<file path="src/rtl/booth_mult_arbiter.sv">
// booth_mult_arbiter: round-robin arbiter in front of a shared signed radix-4 Booth
// multiplier. S1 is the operand register and S2 the response register, so each
// response is tagged with the id of the requester that issued it.
// Optional feature: define BOOTH_ARB_STATS_EN to add saturating per-requester grant
// counters on the stat_grants port.
module booth_mult_arbiter #(
    parameter int unsigned WIDTH   = 8,
    parameter int unsigned NUM_REQ = 4,
    localparam int unsigned ID_W   = $clog2(NUM_REQ)
) (
    input  logic                       clk,
    input  logic                       rst,
    input  logic [NUM_REQ-1:0]         req_valid,
    output logic [NUM_REQ-1:0]         req_ready,
    input  logic [NUM_REQ*WIDTH-1:0]   req_a,
    input  logic [NUM_REQ*WIDTH-1:0]   req_b,
    output logic                       resp_valid,
    input  logic                       resp_ready,
    output logic [2*WIDTH-1:0]         resp_product,
    output logic [ID_W-1:0]            resp_id
`ifdef BOOTH_ARB_STATS_EN
    ,
    output logic [NUM_REQ*16-1:0]      stat_grants
`endif
);

    localparam int unsigned PW = 2 * WIDTH;
    // Booth recoding needs an even multiplier width; odd widths get one extra sign bit.
    localparam int unsigned BW = WIDTH + (WIDTH % 2);
    localparam int unsigned ND = BW / 2;

    logic                     s1_valid;
    logic signed [WIDTH-1:0]  s1_a;
    logic signed [WIDTH-1:0]  s1_b;
    logic [ID_W-1:0]          s1_id;
    logic [ID_W-1:0]          rr_ptr;

    logic                     s2_free;
    logic                     s1_free;
    logic                     found;
    logic                     grant;
    logic [ID_W-1:0]          winner;
    logic signed [PW-1:0]     product;

    assign s2_free = !resp_valid || resp_ready;
    assign s1_free = !s1_valid || s2_free;
    assign grant   = !rst && s1_free && found;

    // Round-robin search starting at rr_ptr, wrapping at NUM_REQ.
    always_comb begin
        found  = 1'b0;
        winner = '0;
        for (int k = 0; k < int'(NUM_REQ); k++) begin
            int idx;
            idx = int'(rr_ptr) + k;
            if (idx >= int'(NUM_REQ)) begin
                idx = idx - int'(NUM_REQ);
            end
            if (!found && req_valid[idx]) begin
                found  = 1'b1;
                winner = ID_W'(idx);
            end
        end
    end

    // One-hot ready for the winner, only when S1 can take a new pair.
    always_comb begin
        req_ready = '0;
        for (int i = 0; i < int'(NUM_REQ); i++) begin
            req_ready[i] = grant && (winner == ID_W'(i));
        end
    end

    // Radix-4 Booth multiplier: one partial product per overlapping bit triplet of b.
    always_comb begin
        logic signed [PW-1:0] a_ext;
        logic signed [BW-1:0] b_se;
        logic [BW:0]          bx;
        logic signed [PW-1:0] pp;
        a_ext   = PW'(s1_a);
        b_se    = BW'(s1_b);
        bx      = {b_se, 1'b0};
        product = '0;
        for (int d = 0; d < int'(ND); d++) begin
            case (bx[2*d +: 3])
                3'b001, 3'b010: pp = a_ext;
                3'b011:         pp = a_ext <<< 1;
                3'b100:         pp = -(a_ext <<< 1);
                3'b101, 3'b110: pp = -a_ext;
                default:        pp = '0;
            endcase
            product = product + (pp <<< (2 * d));
        end
    end

    // Pipeline state: S2 drain/load, S1 load on grant, round-robin pointer update.
    always_ff @(posedge clk) begin
        if (rst) begin
            s1_valid     <= 1'b0;
            s1_a         <= '0;
            s1_b         <= '0;
            s1_id        <= '0;
            resp_valid   <= 1'b0;
            resp_product <= '0;
            resp_id      <= '0;
            rr_ptr       <= '0;
        end else begin
            if (s2_free) begin
                resp_valid <= s1_valid;
                if (s1_valid) begin
                    resp_product <= product;
                    resp_id      <= s1_id;
                end
            end
            if (s1_free) begin
                s1_valid <= grant;
            end
            if (grant) begin
                s1_a   <= req_a[winner*WIDTH +: WIDTH];
                s1_b   <= req_b[winner*WIDTH +: WIDTH];
                s1_id  <= winner;
                rr_ptr <= (winner == ID_W'(NUM_REQ - 1)) ? '0 : winner + 1'b1;
            end
        end
    end

`ifdef BOOTH_ARB_STATS_EN
    // Saturating grant counters, one 16-bit field per requester.
    always_ff @(posedge clk) begin
        if (rst) begin
            stat_grants <= '0;
        end else begin
            for (int i = 0; i < int'(NUM_REQ); i++) begin
                if (req_ready[i] && stat_grants[i*16 +: 16] != 16'hFFFF) begin
                    stat_grants[i*16 +: 16] <= stat_grants[i*16 +: 16] + 16'd1;
                end
            end
        end
    end
`endif

endmodule

</file>
<file path="config.mk">
export PLATFORM = sky130hd
export DESIGN_NAME = booth_mult_arbiter
export DESIGN_NICKNAME = d
export VERILOG_FILES = /design/src/rtl/booth_mult_arbiter.sv
export SDC_FILE = /design/constraint.sdc
export NUM_CORES = 1
export LEC_CHECK = 0
export CAP_MARGIN = 20
export CORE_MARGIN = 1.5
export CORE_UTILIZATION = 55
export CTS_BUF_LIST = sky130_fd_sc_hd__clkbuf_8 sky130_fd_sc_hd__clkbuf_16
export DETAILED_ROUTE_END_ITERATION = 12
export DONT_BUFFER_PORTS = 1
export PLACE_DENSITY = 0.7
export SETUP_SLACK_MARGIN = 0.4
export SLEW_MARGIN = 20
export SYNTH_ARGS = -nofsm -noshare
export SYNTH_HDL_FRONTEND = slang
export SYNTH_SLANG_ARGS = --single-unit
</file>
<file path="constraint.sdc">
create_clock -name clk -period 13.3 [get_ports clk]
set_input_delay 2.66 -clock clk [delete_from_list [all_inputs] [get_ports clk]]
set_output_delay 2.66 -clock clk [all_outputs]
set_load 0.005 [all_outputs]
</file>
Yosys cells after proc, flatten, opt, wreduce, memory -nomap -nowiden
Index checks and enable logic that the tools add are counted.
{"block": "word_totals", "ff_bits": 40, "latchBits": 0, "ramBits": 0, "rom_bits": 0, "input_bits": 71, "output_inout_bits": 23, "memories": 0}
{"block": "classes", "n_addsub": 13, "n_mul": 0, "div": 0, "order_cmp": 8, "eq_ne": 24, "shifts": 2, "muxes": 29, "bitwise": 0, "n_reduce_logical": 25}
{"op": "< comparator 32 x 4 -> 1 bit, second input constant", "n": 4}
{"op": "2-to-1 mux 32 bit", "n": 4}
{"op": "variable part select 32 x 6 -> 8 bit", "n": 2}
{"op": "one-hot mux 14 bit (4 select lines)", "n": 1}
{"op": "adder 16 bit", "n": 3}
{"op": "one-hot mux 12 bit (4 select lines)", "n": 1}
{"op": "one-hot mux 16 bit (3 select lines)", "n": 1}
{"op": "one-hot mux 10 bit (4 select lines)", "n": 1}
{"op": "equality test 3 bit, second input constant", "n": 9}
{"op": "equality test 3 x 2 -> 1 bit, second input constant", "n": 6}
{"op": "negator 8 -> 16 bit", "n": 1}
{"op": "negator 9 -> 16 bit", "n": 1}
{"op": "2-to-1 mux 1 bit", "n": 12}
{"op": "OR reduction 2 bit", "n": 6}
{"op": "subtractor 3 x 3 -> 4 bit, second input constant", "n": 3}
{"op": "2-to-1 mux 2 bit", "n": 5}
{"op": "equality test 3 x 1 -> 1 bit, second input constant", "n": 3}
{"op": "greater-or-equal comparator 3 bit, second input constant", "n": 3}
{"op": "logical AND 1 bit", "n": 9}
{"op": "binary-select mux 1 bit (select 2 bit)", "n": 4}
{"op": "equality test 2 bit, second input constant", "n": 4}
{"op": "adder 2 x 2 -> 3 bit, second input constant", "n": 2}
{"op": "logical NOT 1 bit", "n": 6}
{"op": "equality test 2 x 1 -> 1 bit, second input constant", "n": 2}
{"op": "other kinds (7)", "n": 8}

Logic depth before layout (Yosys ltp)
{"block": "logic_depth", "word_depth": 17, "mapped_depth": 22, "ltp_nobuf": 20}

Worst setup path after synthesis
No wires, ideal clock.
{"block": "synth_timing", "path_kind": "input to output", "from": "input req_valid[3]", "to": "output req_ready[3]", "t_arrival_ns": 4.273, "required_time_ns": 10.640, "setup_slack_ns": 6.367, "stages": 10, "path_cell_list": "inv_1 > a22o_1 > a211o_1 > or2_1 > clkbuf_1 > inv_2 > buf_2 > buf_2 > ha_1 > and2_1"}
{"block": "synth_between", "elab_chain_len": 15}
{"element": "start: declaration", "line": "13", "text": "input logic [NUM_REQ-1:0] req_valid,"}
{"element": "binary-select mux 1 bit (select 2 bit)", "line": "59", "text": "if (!found && req_valid[idx]) begin"}
{"element": "2-to-1 mux 1 bit (implied by the code) (2 in series)", "line": "59"}
{"element": "2-to-1 mux 1 bit", "line": "59"}
{"element": "logical NOT 1 bit", "line": "59"}
{"element": "logical AND 1 bit", "line": "59"}
{"element": "2-to-1 mux 1 bit", "line": "59"}
{"element": "logical NOT 1 bit", "line": "59"}
{"element": "logical AND 1 bit", "line": "59"}
{"element": "2-to-1 mux 1 bit", "line": "59"}
{"element": "logical NOT 1 bit", "line": "59"}
{"element": "logical AND 1 bit", "line": "59"}
{"element": "2-to-1 mux 2 bit *", "line": "59"}
{"element": "via winner[0]", "line": "42", "text": "logic [ID_W-1:0] winner;"}
{"element": "equality test 2 bit *", "line": "70", "text": "req_ready[i] = grant && (winner == ID_W'(i));"}
{"element": "logical AND 1 bit *", "line": "70"}
{"element": "end: declaration", "line": "14", "text": "output logic [NUM_REQ-1:0] req_ready,"}
The timed path passes the listed nets; every way through them passes the cells marked *. The select of a mux whose other input is x is not followed.

Worst setup path in the final report
{"block": "layout_timing", "from": "input req_valid[3]", "to": "output req_ready[3]"}
{"block": "layout_between", "elab_chain_len": 15}
{"element": "binary-select mux 1 bit (select 2 bit)", "line": "59"}
{"element": "2-to-1 mux 1 bit (implied by the code) (2 in series)", "line": "59"}
{"element": "2-to-1 mux 1 bit", "line": "59"}
{"element": "logical NOT 1 bit", "line": "59"}
{"element": "logical AND 1 bit", "line": "59"}
{"element": "2-to-1 mux 1 bit", "line": "59"}
{"element": "logical NOT 1 bit", "line": "59"}
{"element": "logical AND 1 bit", "line": "59"}
{"element": "2-to-1 mux 1 bit", "line": "59"}
{"element": "logical NOT 1 bit", "line": "59"}
{"element": "logical AND 1 bit", "line": "59"}
{"element": "2-to-1 mux 2 bit or 2-to-1 mux 1 bit (tied branches)", "line": "59"}
{"element": "equality test 2 bit or logical AND 1 bit (tied branches)", "line": "70, 47"}
{"element": "logical AND 1 bit *", "line": "70"}
Mark *: on every way between the ends. The rest lies on a longest branch, timed or not. The select of a mux whose other input is x is not followed.

==> out/results.txt <==
# clock sinks -> 40
Buf/Inv on CP -> 3
Max Clock Freq -> 141 MHz
CTS root buf -> clkbuf_8
EDFF count, synth -> 0
CP startpoint kind -> input pin
Die Ht -> 96.7 um
share of layout cells above drive strength 1 -> 5.73%
reg2reg setup slack -> 7960 ps
final setup margin -> 6200 ps
worst hold path type -> flip-flop to flip-flop
Place WS -> 6200 ps
worst reg2reg path endpoint -> resp_product[15]
area occupied by multi-input gates -> 0.00364 mm2
Final GP Congestion -> 0.923
layout filler cell count -> 825
Post-Syn Area -> 0.00483 mm2
R2R depth -> 19
Final min period -> 7100 ps
setup TNS -> 0 ps
Max VDD drop -> 81.5 uV
DRT iter0 DRCs -> 417
final period utilization -> 53.4%
CTS tree -> built
global-route wire length before repair -> 21.9 mm
synthesized net count -> 782
Placed Area -> 0.00481 mm2
maxcap violations -> 0
initial antenna violation count -> 0
Worst EP arrival -> 4440 ps
number of synthesized register bits -> 40
cts repair resizes -> 0
synthesis-to-finish area growth -> 1.50%
unrepaired setup endpoints after global routing -> no
HPWL reported at the end of detailed placement -> 9.75 mm
Slowest-stage cell, CP -> inv_2
GRT Resource Usage Total -> 27.9%
Synth async-reset ratio -> 0%
crit-path max FO -> 35
Setup-failing EPs final -> 0
Hold Buf Count CTS -> 0
Total Power -> 0.966 mW
Die ar. -> 0.00935 mm2
CP Cell Sequence -> inv_1 > a22o_1 > a211o_1 > or2_1 > buf_4 > inv_2 > ha_1 > and2_1
distinct cell type count after synthesis -> 67
I/O Pins -> 94
clk_lat worst skew -> 300 ps
Crit Path Category -> input pin to output pin
worst hold slack -> 451 ps
cell family with most CP delay -> buffers and inverters
Vias -> 4,754
Port Buffers -> 0
H-tree depth -> 2
Final Util -> 58.7%
cts bufs inserted -> 5
static leakage -> 1.98 nW
Avg Synthesized Cell Area -> 7.22 um2
global route overflow -> 0
Pre-Repair DR Iteration Count -> 5
total wire length -> 13.0 mm
Critical Path RT -> 10,640 ps
max incr delay on CP -> 370 ps
Seq/Total Area, Yosys -> 16.6%
status -> finished clean
row count -> 33
Relative slew margins -> 44.5%
largest net degree at the start of global routing -> 42
diodes inserted -> 0
fin nets -> 742
Power Density -> 197 mW/mm2
Slew @ Worst Pin -> 831 ps
CP endpoint kind -> output pin
vias in the first global route -> 4,528
fin. max-slew vios -> 0
routed length per instance -> 17.7 um
worst clock skew -> 9.76 ps
die width -> 96.7 um
post-route DRC violation count -> 0
Worst-path clk slew -> 80 ps
Primary FF master, synth -> dfxtp_1
post-route insts no fill -> 733
Worst Hold Path Cells -> 2
r2r startpoint -> s1_a[1]
yosys warns -> 0
Hold Path End -> resp_id[1]
Core Box Area -> 0.00834 mm2
storage element area -> 801 um2
Initial Util -> 57.9%
Mapped Cells -> 668
setup bufs post-CTS -> 0
post-route cell area -> 0.00490 mm2
Final Hold Viols -> 0
placed cell count -> 726
Worst Hold Launch -> s1_id[1]
routed vias/inst -> 6.49
Max Root-Sink Buffers -> 2
Post-DRT Antenna Nets -> 0
## placed cells by master (no fill, tap or decap), types with 4 or more instances in the layout
| cell | Yosys | final |
|---|---|---|
| nand2_1 | 88 | 88 |
| nor3_1 | 10 | 10 |
| clkinv_1 | 4 | 4 |
| mux2i_1 | 4 | 4 |
| a21oi_1 | 60 | 60 |
| o211ai_1 | 9 | 9 |
| a22oi_1 | 5 | 5 |
| clkbuf_8 | 0 | 5 |
| and2_1 | 22 | 22 |
| a221oi_1 | 11 | 11 |
| nor2b_1 | 15 | 14 |
| nand3_1 | 7 | 7 |
| inv_1 | 40 | 40 |
| mux2_2 | 5 | 5 |
| nor2_1 | 42 | 42 |
| xnor2_1 | 13 | 13 |
| a21o_1 | 7 | 7 |
| ha_1 | 22 | 22 |
| a211oi_1 | 23 | 23 |
| dfxtp_1 | 40 | 40 |
| a31o_1 | 13 | 13 |
| nand2b_1 | 9 | 9 |
| o22ai_1 | 5 | 5 |
| o21ai_0 | 42 | 42 |
| a311oi_1 | 14 | 14 |
| fa_1 | 21 | 21 |
| or3_1 | 6 | 5 |
| nor3b_1 | 4 | 4 |
| buf_4 | 0 | 9 |
| xor2_1 | 10 | 10 |
## per-layer routing
metal / global-route usage (%) / up-vias / routed length [um]
met4: 8.14 / 0 / 240
met5: 0 / - / 0
met3: 3.68 / 29 / 946
met2: 45.7 / 210 / 5970
met1: 38.4 / 2223 / 5800
li1: - / 2292 / -
## cell families after synthesis
family,Yosys count,share of synthesized area (%)
muxes,10,2.28
buffers and inverters,102,8.04
AOI/OAI and AO/OA,232,32.6
xor gates and xnor gates,24,4.64
and+or+nand+nor,217,21.4
DFF,40,16.6
adders and majority gates,43,14.4
## worst register-to-register path: stages, from the launching register on
cell      delay (ps)
dfxtp_1          410
inv_1            180
ha_1             360
or3b_1           580
or3_1            470
xor2_1           400
a21oi_1          150
o22a_1           190
a21oi_1          330
fa_1             250
inv_1             60
fa_1             500
inv_1             40
ha_1             370
a21o_1           200
a21oi_1          200
o211ai_1         110
o211ai_1         130
xnor2_1          120
a31o_1           220
## where the power goes
| group | leakage, nW | switching [mW] | total (mW) | internal [mW] |
|---|---|---|---|---|
| sequential | 0.331 | 0.0430 | 0.187 | 0.144 |
| combinational | 1.61 | 0.403 | 0.699 | 0.296 |
| clock | 0.0400 | 0.0440 | 0.0795 | 0.0355 |
## how the worst max path moves through the flow
| stage | end | start | cells past startpoint | slack (ps) |
|---|---|---|---|---|
| after floorplan | req_ready[3] | req_valid[3] | 10 | 6370 |
| after global placement | req_ready[3] | req_valid[3] | 8 | 6300 |
| after detailed placement | req_ready[3] | req_valid[3] | 8 | 6200 |
| after CTS | req_ready[3] | req_valid[3] | 8 | 6200 |
| after global routing | req_ready[3] | req_valid[3] | 6 | 6080 |
| final | req_ready[3] | req_valid[3] | 8 | 6200 |
## synth_stat cells (all sizes together) (9+ instances only)
cell	count	share of area, %
a21oi	60	6.2
o21ai	45	4.7
xor2	10	1.8
fa	21	8.7
a311oi	14	2.5
clkbuf	45	3.5
a31o	15	2.7
a211oi	24	3.8
xnor2	13	2.4
nand2b	9	1.2
nor2	42	3.3
inv	42	3.3
buf	11	0.96
o211ai	9	1.4
dfxtp	40	17
nor2b	15	1.9
and2	24	3.1
nor3	10	1.0
a221oi	11	2.0
nand2	88	6.8
ha	22	5.7
## final cells by class
cell class	instances	area share, %
multi-input cells	526	74.4
flip-flops and latches	40	16.3
inverters	46	3.52
well taps	105	2.68
clock buffers	5	1.40
repair buffers	9	1.38
clock inverters	2	0.255
## sequential cells by signal, indices dropped and copies added, names as in the netlist
signal        flops
s1_valid          1
s1_id             2
resp_valid        1
s1_a              8
rr_ptr            2
resp_product     16
resp_id           2
s1_b              8
Power figures use the tool's default switching activity.
